File: config.mk
export PLATFORM = sky130hd
export DESIGN_NAME = scan_tester_flat
export DESIGN_NICKNAME = d
export VERILOG_FILES = /design/src/rtl/scan_tester_if.sv /design/src/rtl/scan_tester.sv /design/src/flat_wrapper.sv
export SDC_FILE = /design/constraint.sdc
export NUM_CORES = 1
export LEC_CHECK = 0
export ABC_AREA = 0
export CAP_MARGIN = 20
export CORE_MARGIN = 1
export CORE_UTILIZATION = 55
export CTS_CLUSTER_SIZE = 16
export DETAILED_ROUTE_END_ITERATION = 6
export GPL_ROUTABILITY_DRIVEN = 0
export PLACE_DENSITY = 0.85
export SYNTH_ARGS = -nofsm -noshare
export SYNTH_HDL_FRONTEND = slang
export SYNTH_SLANG_ARGS = --single-unit
export TNS_END_PERCENT = 20
File: constraint.sdc
create_clock -name C -period 4.4 [get_ports C]
set_clock_uncertainty 0.2 [all_clocks]
set_input_delay 0.44 -clock C [delete_from_list [all_inputs] [get_ports C]]
set_output_delay 0.44 -clock C [all_outputs]
set_load 0.005 [all_outputs]
File: src/rtl/scan_tester_if.sv
// scan_tester_if: vector handshake bundle between the pattern source (master) and scan_tester (slave).
interface scan_tester_if #(parameter int CHAIN_LEN = 8, parameter int PI_W = 4, parameter int PO_W = 4);
  logic                 vec_valid;
  logic                 vec_ready;
  logic                 vec_last;
  logic [CHAIN_LEN-1:0] vec_scan_in;
  logic [CHAIN_LEN-1:0] exp_scan_out;
  logic [PI_W-1:0]      vec_pi;
  logic [PO_W-1:0]      exp_po;
  modport master (output vec_valid, vec_last, vec_scan_in, exp_scan_out, vec_pi, exp_po, input vec_ready);
  modport slave (input vec_valid, vec_last, vec_scan_in, exp_scan_out, vec_pi, exp_po, output vec_ready);
endinterface

File: src/rtl/scan_tester.sv
// scan_tester: drives a scan chain vector by vector (load, shift, capture, flush) and scores the unloaded response.
module scan_tester #(
  parameter int CHAIN_LEN = 8,
  parameter int PI_W      = 4,
  parameter int PO_W      = 4
) (
  input  logic             C,
  input  logic             global_reset_n,
  input  logic             start,
  scan_tester_if.slave     vif,
  output logic             NbarT,
  output logic             Si,
  output logic             CE,
  output logic [PI_W-1:0]  PI,
  input  logic             So,
  input  logic [PO_W-1:0]  PO,
  output logic             busy,
  output logic             done,
  output logic             pass,
  output logic [15:0]      fail_count,
  output logic [15:0]      first_fail
);
  typedef enum logic [2:0] {IDLE, LOAD, SHIFT, CAPTURE, FLUSH, DONE} state_t;
  localparam int KW = $clog2(CHAIN_LEN);
  localparam logic [KW-1:0] K_LAST = KW'(CHAIN_LEN - 1);
  state_t               r_state;
  logic [KW-1:0]        r_k;
  logic [CHAIN_LEN-1:0] r_sin, r_exp_cur, r_exp_cmp;
  logic [PI_W-1:0]      r_vpi;
  logic [PO_W-1:0]      r_exp_po;
  logic [15:0]          r_idx;
  logic                 r_last, r_have, r_cmp, r_bad;
  logic                 w_bit_bad, w_vec_bad, w_k_last, w_fin;
  logic [15:0]          w_fail_idx;
  assign w_bit_bad  = So != r_exp_cmp[CHAIN_LEN-1];
  assign w_vec_bad  = r_bad | w_bit_bad;
  assign w_k_last   = r_k == K_LAST;
  // a vector is scored on the last unload bit: during the next vector's shift, or during flush for the final one
  assign w_fin      = w_k_last && w_vec_bad && (r_state == FLUSH || (r_state == SHIFT && r_cmp));
  assign w_fail_idx = r_state == FLUSH ? r_idx : r_idx - 16'd1;
  always_ff @(posedge C or negedge global_reset_n)
    if (!global_reset_n) begin
      r_state       <= IDLE;
      NbarT         <= 1'b0;
      Si            <= 1'b0;
      CE            <= 1'b0;
      PI            <= '0;
      vif.vec_ready <= 1'b0;
      busy          <= 1'b0;
      done          <= 1'b0;
      pass          <= 1'b0;
      fail_count    <= '0;
      first_fail    <= '1;
      r_k           <= '0;
      r_sin         <= '0;
      r_exp_cur     <= '0;
      r_exp_cmp     <= '0;
      r_vpi         <= '0;
      r_exp_po      <= '0;
      r_idx         <= '0;
      r_last        <= 1'b0;
      r_have        <= 1'b0;
      r_cmp         <= 1'b0;
      r_bad         <= 1'b0;
    end else begin
      done <= 1'b0;
      if (w_fin) begin
        fail_count <= fail_count == 16'hFFFF ? fail_count : fail_count + 16'd1;
        if (fail_count == '0) first_fail <= w_fail_idx;
      end
      case (r_state)
        IDLE: if (start) begin
          r_state       <= LOAD;
          fail_count    <= '0;
          first_fail    <= '1;
          r_idx         <= '0;
          r_have        <= 1'b0;
          pass          <= 1'b0;
          busy          <= 1'b1;
          NbarT         <= 1'b1;
          vif.vec_ready <= 1'b1;
        end
        LOAD: if (vif.vec_valid) begin
          r_state       <= SHIFT;
          vif.vec_ready <= 1'b0;
          Si            <= vif.vec_scan_in[CHAIN_LEN-1];
          r_sin         <= vif.vec_scan_in << 1;
          r_vpi         <= vif.vec_pi;
          r_exp_po      <= vif.exp_po;
          r_last        <= vif.vec_last;
          r_exp_cur     <= vif.exp_scan_out;
          r_exp_cmp     <= r_exp_cur;
          r_cmp         <= r_have;
          r_have        <= 1'b1;
          r_idx         <= r_have ? r_idx + 16'd1 : r_idx;
          r_k           <= '0;
        end
        SHIFT: begin
          r_k       <= r_k + 1'b1;
          Si        <= r_sin[CHAIN_LEN-1];
          r_sin     <= r_sin << 1;
          r_exp_cmp <= r_exp_cmp << 1;
          r_bad     <= w_vec_bad;
          if (w_k_last) begin
            r_state <= CAPTURE;
            NbarT   <= 1'b0;
            CE      <= 1'b1;
            Si      <= 1'b0;
            PI      <= r_vpi;
          end
        end
        CAPTURE: begin
          CE    <= 1'b0;
          NbarT <= 1'b1;
          r_k   <= '0;
          r_bad <= PO != r_exp_po;
          if (r_last) begin
            r_state   <= FLUSH;
            r_exp_cmp <= r_exp_cur;
          end else begin
            r_state       <= LOAD;
            vif.vec_ready <= 1'b1;
          end
        end
        FLUSH: begin
          r_k       <= r_k + 1'b1;
          r_exp_cmp <= r_exp_cmp << 1;
          r_bad     <= w_vec_bad;
          if (w_k_last) begin
            r_state <= DONE;
            done    <= 1'b1;
            busy    <= 1'b0;
            NbarT   <= 1'b0;
            pass    <= fail_count == '0 && !w_vec_bad;
          end
        end
        DONE: r_state <= IDLE;
        default: r_state <= IDLE;
      endcase
    end
endmodule

File: src/flat_wrapper.sv
// flat-port wrapper written by rule: the top's interface ports become plain ports
module scan_tester_flat 
#(
  parameter int CHAIN_LEN = 8,
  parameter int PI_W      = 4,
  parameter int PO_W      = 4
)
  (C, global_reset_n, start, NbarT, Si, CE, PI, So, PO, busy, done, pass, fail_count, first_fail, vif_vec_valid, vif_vec_last, vif_vec_scan_in, vif_exp_scan_out, vif_vec_pi, vif_exp_po, vif_vec_ready);
  scan_tester_if #(.CHAIN_LEN(CHAIN_LEN), .PI_W(PI_W), .PO_W(PO_W)) vif_i ();
  input  logic C;
  input  logic global_reset_n;
  input  logic start;
  output logic NbarT;
  output logic Si;
  output logic CE;
  output logic [PI_W-1:0] PI;
  input  logic So;
  input  logic [PO_W-1:0] PO;
  output logic busy;
  output logic done;
  output logic pass;
  output logic [15:0] fail_count;
  output logic [15:0] first_fail;
  input wire logic [$bits(vif_i.vec_valid)-1:0] vif_vec_valid;
  input wire logic [$bits(vif_i.vec_last)-1:0] vif_vec_last;
  input wire logic [$bits(vif_i.vec_scan_in)-1:0] vif_vec_scan_in;
  input wire logic [$bits(vif_i.exp_scan_out)-1:0] vif_exp_scan_out;
  input wire logic [$bits(vif_i.vec_pi)-1:0] vif_vec_pi;
  input wire logic [$bits(vif_i.exp_po)-1:0] vif_exp_po;
  output wire logic [$bits(vif_i.vec_ready)-1:0] vif_vec_ready;
  assign vif_i.vec_valid = vif_vec_valid;
  assign vif_i.vec_last = vif_vec_last;
  assign vif_i.vec_scan_in = vif_vec_scan_in;
  assign vif_i.exp_scan_out = vif_exp_scan_out;
  assign vif_i.vec_pi = vif_vec_pi;
  assign vif_i.exp_po = vif_exp_po;
  assign vif_vec_ready = vif_i.vec_ready;
  scan_tester #(.CHAIN_LEN(CHAIN_LEN), .PI_W(PI_W), .PO_W(PO_W)) u_core (.C(C), .global_reset_n(global_reset_n), .start(start), .vif(vif_i), .NbarT(NbarT), .Si(Si), .CE(CE), .PI(PI), .So(So), .PO(PO), .busy(busy), .done(done), .pass(pass), .fail_count(fail_count), .first_fail(first_fail));
endmodule
== Word-level counts from Yosys, hierarchy flattened ==
Cells that the tools add are included.

* Bits in registers: 101
* Input bits: 34
* Output and inout bits: 43
* Word-level logic and storage cells: 118

* Add/sub/neg operators: 4
* Equal/unequal tests: 16
* Multiplexer cells: 46
* Bitwise logic cells: 1
* Reductions and logical operators: 29

{| class="wikitable"
|+ Operators with widths
! operator !! number
|-
| two-way mux 16 bit || 12
|-
| adder 16 x 1 -> 16 bit (second input constant) || 2
|-
| case mux 16 bit (2 select lines) || 1
|-
| two-way mux 8 bit || 3
|-
| case mux 8 bit (3 select lines) || 1
|-
| two-way mux 3 bit || 6
|-
| equality test 16 bit (second input constant) || 1
|-
| zero test 16 bit || 1
|-
| case mux 8 bit (2 select lines) || 1
|-
| subtractor 16 x 1 -> 16 bit (second input constant) || 1
|-
| case mux 3 bit (5 select lines) || 1
|-
| two-way mux 1 bit || 12
|-
| case mux 1 bit (2 select lines) || 6
|-
| AND reduction 3 bit || 4
|-
| AND reduction 4 bit || 3
|-
| != test 2 x 1 -> 1 bit (second input constant) || 5
|-
| AND reduction 2 bit || 5
|-
| nonzero test 2 bit || 5
|-
| case mux 3 bit (3 select lines) || 1
|-
| nonzero test 3 bit || 3
|-
| equality test 3 x 2 -> 1 bit (second input constant) || 2
|-
| equality test 3 bit (second input constant) || 2
|-
| != test 2 bit (second input constant) || 3
|-
| case mux 1 bit (3 select lines) || 2
|-
| other kinds (10) || 13
|}

== Depth between registers and ports, before layout ==
* Depth in word-level cells: 7
* Gate-level depth with buffers: 8
* Mapped depth without buffers: 7

== Worst setup path before layout ==
Ideal clock, no wire load.

* Path type: reg2reg
* Start: reg u_core.r_state[0]
* End: reg u_core.fail_count[10]
* Setup time: 78 ps
* Arrival time: 2,018 ps
* Data required time: 4,122 ps
* Setup slack: 2,104 ps
* Stages on the path, launching flop included: 7
* Buffers on the path: 1
* Clock period less this slack: 2,296 ps
* Cell sequence: dfrtp_1 -> clkbuf_2 -> nor3b_2 -> o21ai_2 -> or4_4 -> or4_1 -> a21oi_1

* Word-level cells in the longest chain between the ends: 7
* Elaborated cells on any way between the ends: 9
* Classes of those cells: eq/ne: 2; mux: 3; reduce/logical: 4

{| class="wikitable"
|+ RTL lines
! element !! line !! RTL
|-
| start, declared || scan_tester.sv:26 || <nowiki>state_t r_state;</nowiki>
|-
| start signal, assigned || scan_tester.sv:43 || <nowiki>r_state <= IDLE;</nowiki>
|-
| start signal, assigned || scan_tester.sv:73 || <nowiki>r_state <= LOAD;</nowiki>
|-
| start signal, assigned || scan_tester.sv:84 || <nowiki>r_state <= SHIFT;</nowiki>
|-
| equality test 3 x 2 -> 1 bit || scan_tester.sv:39 || <nowiki>assign w_fin = w_k_last && w_vec_bad && (r_state == FLUSH || (r_state == SHIFT && r_cmp));</nowiki>
|-
| logical AND 1 bit || scan_tester.sv:39 ||
|-
| logical OR 1 bit || scan_tester.sv:39 ||
|-
| logical AND 1 bit || scan_tester.sv:39 ||
|-
| two-way mux 16 bit || scan_tester.sv:67 || <nowiki>if (w_fin) begin</nowiki>
|-
| two-way mux 16 bit || scan_tester.sv:72 || <nowiki>IDLE: if (start) begin</nowiki>
|-
| two-way mux 16 bit * || scan_tester.sv:71 || <nowiki>case (r_state)</nowiki>
|-
| end signal, assigned || scan_tester.sv:68 || <nowiki>fail_count <= fail_count == 16'hFFFF ? fail_count : fail_count + 16'd1;</nowiki>
|-
| end, declared || scan_tester.sv:20 || <nowiki>output logic [15:0] fail_count,</nowiki>
|}

Every way passes the cells marked *; elsewhere a longest branch is shown, timed or not.
A chain may end at the register's enable or synchronous reset.

== Final worst setup path ==
* Start: reg u_core.r_state[2]
* End: reg u_core.fail_count[10]

Same word-level chain as after synthesis.

==> flow_summary_export.csv <==
group,metric,value,unit
run_status,status,"complete, no violations",
worst_setup_path,r2r.worst_path.cells,5,
worst_setup_path,crit_arrival,2.94,ns
cells_and_area,fill_cells,632,
clock_tree,clkSinkCount,100,
sta,timing.fmax,350,MHz
worst_setup_path,worstPathRequired,4.48,ns
route,drt_iter0_drc,218,
place,portBuffers,76,
clock_tree,path_clk_slew,0.11,ns
synth,synthFlopType,"dfrtp_1",
floorplanning,num_rows,34,
floorplanning,start_util,0.571,
cells_and_area,antenna_cells,0,
worst_setup_path,path_max_fanout,22,
place,place_hpwl,7630,µm
route,ant_nets,0,
cells_and_area,layout.cells.non_filler,686,
grt,grt_first_pass_wirelength,18600,µm
worst_setup_path,startpoint_type,"flop",
place,dp.cells,670,
cells_and_area,area_delta_synth_final,21.1,%
worst_setup_path,end_kind,"flop",
sta,hold_viol_final,0,
synth,synth_most_common_cell,"dfrtp_1",
cells_and_area,fin_area,6020,µm²
synth,synth-edff-count,0,
clock_tree,cts_hold_repair.buffers,0,
sta,layout_min_cycle_time,2.86,ns
worst_setup_path,worstSetupPathType,"flop to flop",
route,wirelength,10900,µm
synth,yosysSeqAreaShare,0.507,
cells_and_area,regArea,2520,µm²
grt,grt_usage,0.242,
route,avgRoutedWirePerCell,15.8,µm
sta,slew_violations,0,
sta,relSlewSlack,0.398,
route,via_per_inst,5.94,
power,powerDensity,506,nW/µm²
grt,grt_overflow,0,
sta,rsz0062_at_grt,"false",
worst_hold_path,holdCritPathClass,"input port to async pin",
synth,synth.cell_area,4980,µm²
synth,synth.avg_cell_area,9.81,µm²
run,max-cap-violations,0,
cells_and_area,multi_input_area,2310,µm²
floorplanning,die_area,9430,µm²
synth,synthTopCellsByArea,"dfrtp_1, dfstp_2, mux2_2",
grt,grt_pass1_vias,3877,
synth,ys_ff_latch,100,
synth,yosys.area.top_type_share,0.422,
synth,synth_mux_area_frac,0.0697,
clock_tree,cts_buffer_depth,2,
route,post-route-drc-count,0,
sta,setup_viol,0,
grt,antenna_found_initial,0,
floorplanning,dieHeight,97.1,µm
cells_and_area,nets,613,
synth,synth-compound-area-share,0.128,
power,ir_drop,0.380,mV
synth,async_reset_ff_frac,1.00,
synth,synthAdderAreaFrac,0.0151,
grt,grt_max_degree,74,
sta,setup_tns,0,ns
synth,synth_xor_area_frac,0.0546,
clock_tree,htreeDepth,3,
synth,synth_top_family_by_area,"simple AND/OR/NAND/NOR gates",
route,num_vias,4075,
synth,synth_nets,547,
power,p_leak,2.56,nW
floorplanning,die_x,97.1,µm
clock_tree,cts_tree,"built",
clock_tree,cts_resized,0,
synth,synthDistinctLibCells,52,
clock_tree,clkLatencyLatePin,0.37,ns
synth,synth_top_cells_by_count,"dfrtp_1, nand2_1, nor2_1",
synth,syn-instance-count,507,
place,dpl_cell_area,5820,µm²
synth,yosysTopAreaCell,"dfrtp_1",
synth,yosysWarnings,0,
route,first_pass_iters,4,
clock_tree,root_buffer,"clkbuf_8",
cells_and_area,drive_gt1_frac,0.118,
synth,synth-simple-area-share,0.194,
clock_tree,numCtsBuffers,9,
floorplanning,core-area,8720,µm²
clock_tree,postCtsSetupRepairBufs,0,
sta,worst_slew_pin_slew,0.904,ns
sta,post-route-period-util,0.650,
floorplanning,io_pins,77,
area by class of cell:
class,instances,share of cell area
sequential,100,0.419
multi-input combinational,366,0.383
timing repair buffer,82,0.133
tap,108,0.0224
clock buffer,9,0.0206
clock inverter,7,0.0131
inverter,14,0.00872
worst paths after layout:
kind                       slack (ns)               from                     to
hold reg to reg                  0.29    u_core.r_sin[6]        u_core.r_sin[6]
setup / recovery                 1.54  u_core.r_state[2]  u_core.fail_count[10]
min in group C                   0.29    u_core.r_sin[6]        u_core.r_sin[6]
max in group asynchronous        3.10     global_reset_n   u_core.vif.vec_ready
hold / removal                  0.006     global_reset_n       u_core.r_idx[10]
setup reg to reg                 1.54  u_core.r_state[2]  u_core.fail_count[10]
critical path: stages (launching register included):
cell and delay (ns):
dfrtp_1 0.75, nor3b_2 0.45, o21ai_2 0.16, or4_4 0.57
or4_1 0.48, a21oi_1 0.17
routing by layer:
layer  global-route usage  wire length (µm)  up-vias
li1                     -                 -     1956
met1                0.331              4890     1959
met2                0.394              5240      141
met3               0.0432               562       19
met4               0.0758               174        0
met5                    0                 0        -
stage by stage:
stage	hold slack, ns	util	total power (W)	worst slack (ns)
after floorplan	-0.0556	-	0.00215	2.10
after global placement	0.260	0.668	0.00239	1.58
after detailed placement	0.273	0.668	0.00248	1.49
after CTS	0.0259	0.691	0.00306	1.56
after global routing	0.0670	0.691	0.00326	1.40
final	0.00560	0.691	0.00305	1.54
cell families after synthesis:
kind of cell	after synthesis
XOR/XNOR	31
AND/OR/NAND/NOR	197
flip-flops	100
adder cells (fa/ha/maj)	6
multiplexers	32
AO/OA/AOI/OAI	100
buffers and inverters	41
registers in the layout, indices dropped and copies added, names as in the netlist, 3 cells and up:
signal / count
u_core.fail_count: 16
u_core.first_fail: 16
u_core.r_idx: 16
u_core.r_exp_cmp: 8
u_core.r_exp_cur: 8
u_core.r_sin: 7
u_core.PI: 4
u_core.r_exp_po: 4
u_core.r_vpi: 4
u_core.r_k: 3
u_core.r_state: 3
report_power, final:
part | total (W) | switching [W] | internal (W)
registers | 0.00135 | 0.000211 | 0.00113
logic | 0.00112 | 0.000617 | 0.000504
clock network | 0.000585 | 0.000360 | 0.000225
cells in the final DEF, fill, tap and decap left out, types with 16 or more instances in the layout:
cell type and instances:
a21oi_1 28, clkdlybuf4s50_1 75, nor3_1 16, nor2_1 43
dfrtp_1 84, xnor2_1 17, dfstp_2 16, nand2_1 61
nand3_1 18, o21ai_0 24, mux2_2 21
(Power assumes the default switching activity.)
